## src/rtl/wb_stage_regfile.sv

```systemverilog
// ---------------------------------------------------------------------------
// wb_stage_regfile
//
// Write-back end of the MEM2WB pipeline register. It takes the registered WB
// control, ALU result, memory read data and destination index, selects the
// write-back value and commits it into a general register file with
// NUM_REGS entries. Register 0 is hardwired to zero. It serves the two
// ID-stage read ports with a same-cycle write-through bypass. It also exports
// the current write-back to the forwarding unit.
//
// Ports
//   clk         in   rising-edge clock
//   rst         in   asynchronous active-low reset (0 = reset)
//   WB_In       in   [1] RegWrite enable, [0] MemToReg select
//   destIn      in   write-back destination index
//   ALUResIn    in   ALU result from MEM2WB
//   memReadIn   in   memory read data from MEM2WB
//   src1/src2   in   ID read port indices
//   reg1/reg2   out  ID read port data (combinational, bypassed)
//   wbEnOut     out  write-back commits this cycle
//   wbDestOut   out  committed destination index (0 when idle)
//   wbValueOut  out  committed value (0 when idle)
//   wbCount     out  saturating count of committed writes since reset
// ---------------------------------------------------------------------------
module wb_stage_regfile #(
    parameter int unsigned DATA_W   = 32,
    parameter int unsigned ADDR_W   = 5,
    parameter int unsigned NUM_REGS = 32
) (
    input  logic              clk,
    input  logic              rst,
    input  logic [1:0]        WB_In,
    input  logic [ADDR_W-1:0] destIn,
    input  logic [DATA_W-1:0] ALUResIn,
    input  logic [DATA_W-1:0] memReadIn,
    input  logic [ADDR_W-1:0] src1,
    input  logic [ADDR_W-1:0] src2,
    output logic [DATA_W-1:0] reg1,
    output logic [DATA_W-1:0] reg2,
    output logic              wbEnOut,
    output logic [ADDR_W-1:0] wbDestOut,
    output logic [DATA_W-1:0] wbValueOut,
    output logic [31:0]       wbCount
);

    // -----------------------------------------------------------------------
    // Write-back selection and commit qualification
    // -----------------------------------------------------------------------
    logic              reg_write;
    logic              mem_to_reg;
    logic              commit;
    logic [DATA_W-1:0] wb_value;

    assign reg_write  = WB_In[1];
    assign mem_to_reg = WB_In[0];

    always_comb begin
        wb_value = mem_to_reg ? memReadIn : ALUResIn;
        // Writes aimed at register 0 are dropped entirely, so they neither
        // update state nor show up on the forwarding interface.
        commit   = reg_write && (destIn != '0);
    end

    // -----------------------------------------------------------------------
    // Register file state
    // -----------------------------------------------------------------------
    logic [DATA_W-1:0] regs_q [NUM_REGS];
    logic [DATA_W-1:0] regs_d [NUM_REGS];
    logic [31:0]       wb_count_q;
    logic [31:0]       wb_count_d;

    always_comb begin
        regs_d = regs_q;
        if (commit) begin
            regs_d[destIn] = wb_value;
        end
    end

    always_comb begin
        wb_count_d = wb_count_q;
        // Saturate rather than wrap so a long run never reports a small count.
        if (commit && (wb_count_q != 32'hFFFF_FFFF)) begin
            wb_count_d = wb_count_q + 32'd1;
        end
    end

    always_ff @(posedge clk or negedge rst) begin
        if (!rst) begin
            for (int i = 0; i < int'(NUM_REGS); i++) begin
                regs_q[i] <= '0;
            end
            wb_count_q <= '0;
        end else begin
            regs_q     <= regs_d;
            wb_count_q <= wb_count_d;
        end
    end

    // -----------------------------------------------------------------------
    // Read ports with write-through bypass
    // -----------------------------------------------------------------------
    logic [DATA_W-1:0] reg1_d;
    logic [DATA_W-1:0] reg2_d;

    always_comb begin
        if (src1 == '0) begin
            reg1_d = '0;
        end else if (commit && (src1 == destIn)) begin
            reg1_d = wb_value;
        end else begin
            reg1_d = regs_q[src1];
        end
    end

    always_comb begin
        if (src2 == '0) begin
            reg2_d = '0;
        end else if (commit && (src2 == destIn)) begin
            reg2_d = wb_value;
        end else begin
            reg2_d = regs_q[src2];
        end
    end

    assign reg1 = reg1_d;
    assign reg2 = reg2_d;

    // -----------------------------------------------------------------------
    // Forwarding interface and counter export
    // -----------------------------------------------------------------------
    always_comb begin
        wbEnOut    = commit;
        wbDestOut  = commit ? destIn : '0;
        wbValueOut = commit ? wb_value : '0;
    end

    assign wbCount = wb_count_q;

    // -----------------------------------------------------------------------
    // Protocol check: RegWrite must be known whenever out of reset.
    // -----------------------------------------------------------------------
    a_reg_write_known : assert property (
        @(posedge clk) disable iff (!rst) !$isunknown(WB_In[1])
    ) else $error("wb_stage_regfile: WB_In[1] is X/Z outside reset");

endmodule

```

## config.mk

```make
export PLATFORM = sky130hd
export DESIGN_NAME = wb_stage_regfile
export DESIGN_NICKNAME = d
export VERILOG_FILES = /design/src/rtl/wb_stage_regfile.sv
export SDC_FILE = /design/constraint.sdc
export NUM_CORES = 2
export LEC_CHECK = 0
export BUFFER_PORTS_ARGS = -buffer_cell sky130_fd_sc_hd__clkbuf_2
export CAP_MARGIN = 25
export CORE_UTILIZATION = 42
export CTS_BUF_LIST = sky130_fd_sc_hd__clkbuf_2 sky130_fd_sc_hd__clkbuf_4 sky130_fd_sc_hd__clkbuf_8
export CTS_CLUSTER_DIAMETER = 200
export CTS_CLUSTER_SIZE = 12
export DETAILED_ROUTE_END_ITERATION = 16
export HOLD_SLACK_MARGIN = 0.15
export PLACE_DENSITY = 0.6
export SYNTH_ARGS = -nofsm -noshare
export SYNTH_HDL_FRONTEND = slang
export SYNTH_SLANG_ARGS = --single-unit
```

## constraint.sdc

```tcl
create_clock -name clk -period 3.8 [get_ports clk]
set_clock_uncertainty 0.05 [all_clocks]
set_input_delay 0.95 -clock clk [delete_from_list [all_inputs] [get_ports clk]]
set_output_delay 0.95 -clock clk [all_outputs]
set_load 0.1 [all_outputs]
```

* Word-level counts from Yosys, hierarchy flattened
Index checks and enable logic that the tools add are counted.
** Cells by class
- Multiplexer cells :: 16
- Bitwise gates (word level) :: 3
- Magnitude comparators :: 4
- Equal/unequal tests :: 3
- Add/subtract/negate cells :: 1
- Reduce and logical (&&, ||, !) cells :: 8
** Operator list (number)
- $bwmux W1024 :: 1
- $mux W32 :: 11
- $bmux W32 S5 :: 2
- $demux W32 S5 :: 1
- $add A32 B1 Y32 const B :: 1
- $ne A32 B32 Y1 const B :: 1
- $ge A6 B6 Y1 const B :: 3
- $not A5 Y6 :: 3
- $eq A5 B5 Y1 :: 2
- $logic_not A5 Y1 :: 2
- $lt A6 B1 Y1 const B :: 1
- $logic_and A1 B1 Y1 :: 5
- $mux W5 :: 1
- $reduce_bool A5 Y1 :: 1
** Storage, ports and cells
- Word-level logic and storage cells :: 68
- Output and inout bits :: 134
- Register bits :: 1056

* Longest topological paths before layout
- Depth after elaboration :: 6
- Depth in mapped cells :: 10
- Depth with buffers taken out :: 6

* Least setup slack after synthesis
Ideal clock, no wire load.
- Kind :: input port to output port
- From :: input port destIn[0]
- To :: output port reg2[22]
- Cell stages on the path :: 7
- Arrival time :: 7.020 ns
- Slack :: -4.220 ns
- Buffers on the path :: 2
- Required time :: 2.800 ns
- Cells stage by stage :: buf_2 or2_2 o21ai_4 inv_2 and3_1 buf_2 a2111oi_0
** On the way
- Word-level cells in the longest chain between the ends :: 5
- Elaborated cells between the ends (all ways) :: 6
- Classes of those cells :: 1 x eq/ne; 2 x mux; 3 x reduce/logical
** Ends and longest elaborated chain
- start: declaration :: RTL line 33 : input logic [ADDR_W-1:0] destIn,
- $reduce_bool A5 Y1 :: RTL line 61 : commit = reg_write && (destIn != '0);
- $logic_and A1 B1 Y1 :: RTL line 61
- net wbEnOut :: RTL line 40 : output logic wbEnOut,
- $logic_and A1 B1 Y1 :: RTL line 118 : end else if (commit && (src2 == destIn)) begin
- $mux W32 :: RTL line 118
- $mux W32 :: RTL line 116 : if (src2 == '0) begin
- end: declaration :: RTL line 39 : output logic [DATA_W-1:0] reg2,
The timed path passes the listed nets, and every way through them passes these cells.

* Final worst setup path
- From :: input port destIn[2]
- To :: output port reg2[12]
** On the way
- Word-level cells in the longest chain between the ends :: 5
- Elaborated cells between the ends (all ways) :: 6
- Classes of those cells :: 1 x eq/ne; 2 x mux; 3 x reduce/logical
** Ends and longest elaborated chain (RTL line)
- $reduce_bool A5 Y1 :: 61
- $logic_and A1 B1 Y1 :: 61
- $logic_and A1 B1 Y1 * :: 118
- $mux W32 * :: 118
- $mux W32 * :: 116
Every way passes the cells marked *; elsewhere a longest branch is shown, timed or not.

==> flow_summary.ini <==
[synth]
synth_enable_flop_cells = 0
syn_inst = 5023
async_reset_ff_frac = 1.00
synth_area_um2 = 54400
ys_types = 67
synth-simple-area-share = 0.107
synth_top_area_share = 0.485
synth_xor_area_frac = 0.00659
synth_area_leaders = dfrtp_1, mux4_2, a21oi_1, o21ai_0, nor2_1
syn_nets = 5107
synth_compound_area_frac = 0.148
yosysTopAreaCell = dfrtp_1
avgSynthCellArea_um2 = 10.8
yosysSeqAreaShare = 0.485
synthFlopType = dfrtp_1
synth-seq-cells = 1056
yosysWarnings = 0
synth_top_family_by_area = multiplexers
synthAdderAreaFrac = 0.000230
synth_mux_area_frac = 0.213

[sta]
holdWs_ps = 330
worst_slew_pin_slew_ps = 735
timing.fmax_mhz = 228
hold_viol_final = 0
layout_setup_ws_ps = -582
period_minus_slack_ps = 4380
setup-violations-final = 64
slew_violations = 0
rsz0062_at_grt = yes
period_share = 1.15
finalSetupTns_ps = -21260
max_slew_margin = 0.510

[finish]
multiInputGateArea_um2 = 27900
syn_to_final_growth_pct = 24.6
nFillCells = 11100
final_common_cell = dfrtp_1
final_area_um2 = 67800
final_nets = 5523
final_layout_size_suffix_gt1_frac = 0.310
regArea_um2 = 26400
layout_common_cells = dfrtp_1, nor2_1, nand2_1, a21oi_1, o21ai_0

[place]
hpwlAfterDp_um = 137000
finalWeightedCongestion = 0.912
pre_cts_slack_ps = -611
io_buffers = 216
dpl-instance-area_um2 = 64700

[detailed_routing]
avgViaCountPerCell = 6.33
antenna_left = 0
post_drt_wl_per_cell_um = 29.5
drc = 0
dr_total_vias = 45400
dr.first_iter.drc_count = 5703
drt_wl_total_um = 211000
firstDrtPassIters = 7

[global_routing]
grt_pass1_vias = 44300
grt_max_degree = 83
antenna_found_initial = 4
grt_pass1_wl_um = 307000
track_usage = 0.321
gr-total-overflow = 0

[cts]
cts_tree = done
cts_sinks = 1056
cts-root-buf = clkbuf_8
clk_pin_slew_worst_paths_ps = 80
clk_path_buf_depth = 3
insertion_delay_ps = 790
cts-htree-levels = 3
cts_buffers = 97

[power]
worst_ir_drop_vdd_mv = 0.877
p_per_area_nw_per_um2 = 479
p_leak_nw = 28.7

[floorplanning]
ios = 217
die_w_um = 362
num_rows = 131
design.die.area_um2 = 131000
die_h_um = 362
coreArea_um2 = 128000
initial_utilization = 0.425

[critical_path]
setup.worst_path.class = input port to output port
endpoint_kind = output port
required_ps = 2800
crit_fanout = 4
start_kind = input port
cp_data_arrival_time_ps = 3380

[worst_hold_path]
hold_class = flop to flop

[run]
maxCapViolations = 0

[outcome]
status = complete, but fails checks
violations = negative setup slack
==> worst max-delay path: stages <==
cell      delay, ps
buf_6            90
or3_4           400
o21ai_4         240
inv_8            60
a31o_4          240
buf_12          130
buf_4           120
or4_4           410
o211ai_1        330
buf_4           230
buf_12          170
==> sequential cells by signal (all words and copies together), names as in the netlist <==
register	flops
wbCount	32
regs_q	1024
==> cell type report <==
cell class                 instances  share of cell area
sequential                      1056               0.390
timing repair buffer             857               0.146
antenna                            8            0.000295
tap                             1729              0.0319
clock inverter                     3            0.000369
inverter                           4            0.000332
clock buffer                      97              0.0197
multi-input combinational       3423               0.412
==> power breakdown <==
part           internal, mW  switching [mW]
Sequential             13.6            1.95
Combinational          5.06            5.67
Clock                  2.28            3.97
Total                  20.9            11.6
==> Yosys cell counts (all sizes together) (2+ instances only) <==
| library cell | number |
|---|---|
| o21ai | 510 |
| a211oi | 63 |
| o22ai | 38 |
| o41ai | 30 |
| nor3b | 5 |
| nand3 | 26 |
| mux2i | 115 |
| o2111a | 2 |
| a221o | 4 |
| nand4 | 11 |
| and3 | 22 |
| o211ai | 2 |
| or3 | 2 |
| a2111oi | 8 |
| o2111ai | 4 |
| xor2 | 10 |
| and3b | 3 |
| and4 | 3 |
| mux4 | 461 |
| a22o | 50 |
| or4 | 3 |
| nand2 | 575 |
| a221oi | 75 |
| dfrtp | 1056 |
| nand3b | 5 |
| and2 | 10 |
| mux2 | 4 |
| buf | 113 |
| xnor2 | 31 |
| a21oi | 529 |
| nor4 | 5 |
| or2 | 3 |
| nor3 | 8 |
| inv | 3 |
| a22oi | 20 |
| o31a | 32 |
| nor2 | 656 |
| nand2b | 11 |
| a21o | 4 |
| nor2b | 68 |
| clkbuf | 427 |
==> worst paths after layout <==
path / from / endpoint / slack, ps / cells after the start
worst min-delay path: regs_q[1021] / regs_q[1021] / 330 / 0
min in group asynchronous: rst / wbCount[21] / 650 / 2
max in group asynchronous: rst / regs_q[974] / 1860 / 3
worst max register to register: wbCount[5] / wbCount[21] / 1650 / 7
worst min register to register: regs_q[1021] / regs_q[1021] / 330 / 0
worst max-delay path: destIn[2] / reg2[12] / -580 / 11
==> cells by family (layout without fill, tap and decap cells) <==
| group | count (synthesis) | after routing |
|---|---|---|
| compound gates | 1384 | 1384 |
| xor+xnor | 41 | 41 |
| fa+ha+maj | 1 | 1 |
| buf+inv | 544 | 961 |
| flops | 1056 | 1056 |
| mux | 580 | 580 |
| other cells | 0 | 8 |
| simple gates | 1417 | 1417 |
==> through the flow <==
| stage | std cells | total power, mW | utilization |
|---|---|---|---|
| after floorplan | 5023 | 22.1 | - |
| after global placement | 6998 | 25.6 | 0.505 |
| after detailed placement | 6998 | 26.0 | 0.505 |
| after CTS | 7152 | 32.3 | 0.526 |
| after global routing | 7173 | 33.9 | 0.530 |
| final | 7177 | 32.5 | 0.530 |
==> what timing repair did <==
item | CTS | global route
hold buffers | 1 | 0
buffers inserted | 46 | 11
gates cloned | 7 | 6
hold endpoints to repair | 58 | 0
endpoints found under the setup margin | 77 | 70
resized for setup | 111 | 53
pin swaps | 31 | 20
==> metal layers <==
| metal | global-route usage | vias up | share of wire |
|---|---|---|---|
| met3 | 0.0724 | 513 | 0.11 |
| met1 | 0.444 | 23200 | 0.39 |
| met5 | 0 | - | 0 |
| met2 | 0.485 | 2691 | 0.45 |
| met4 | 0.139 | 0 | 0.049 |
| li1 | - | 19000 | - |
No activity file was read; power rests on OpenSTA's default activity.
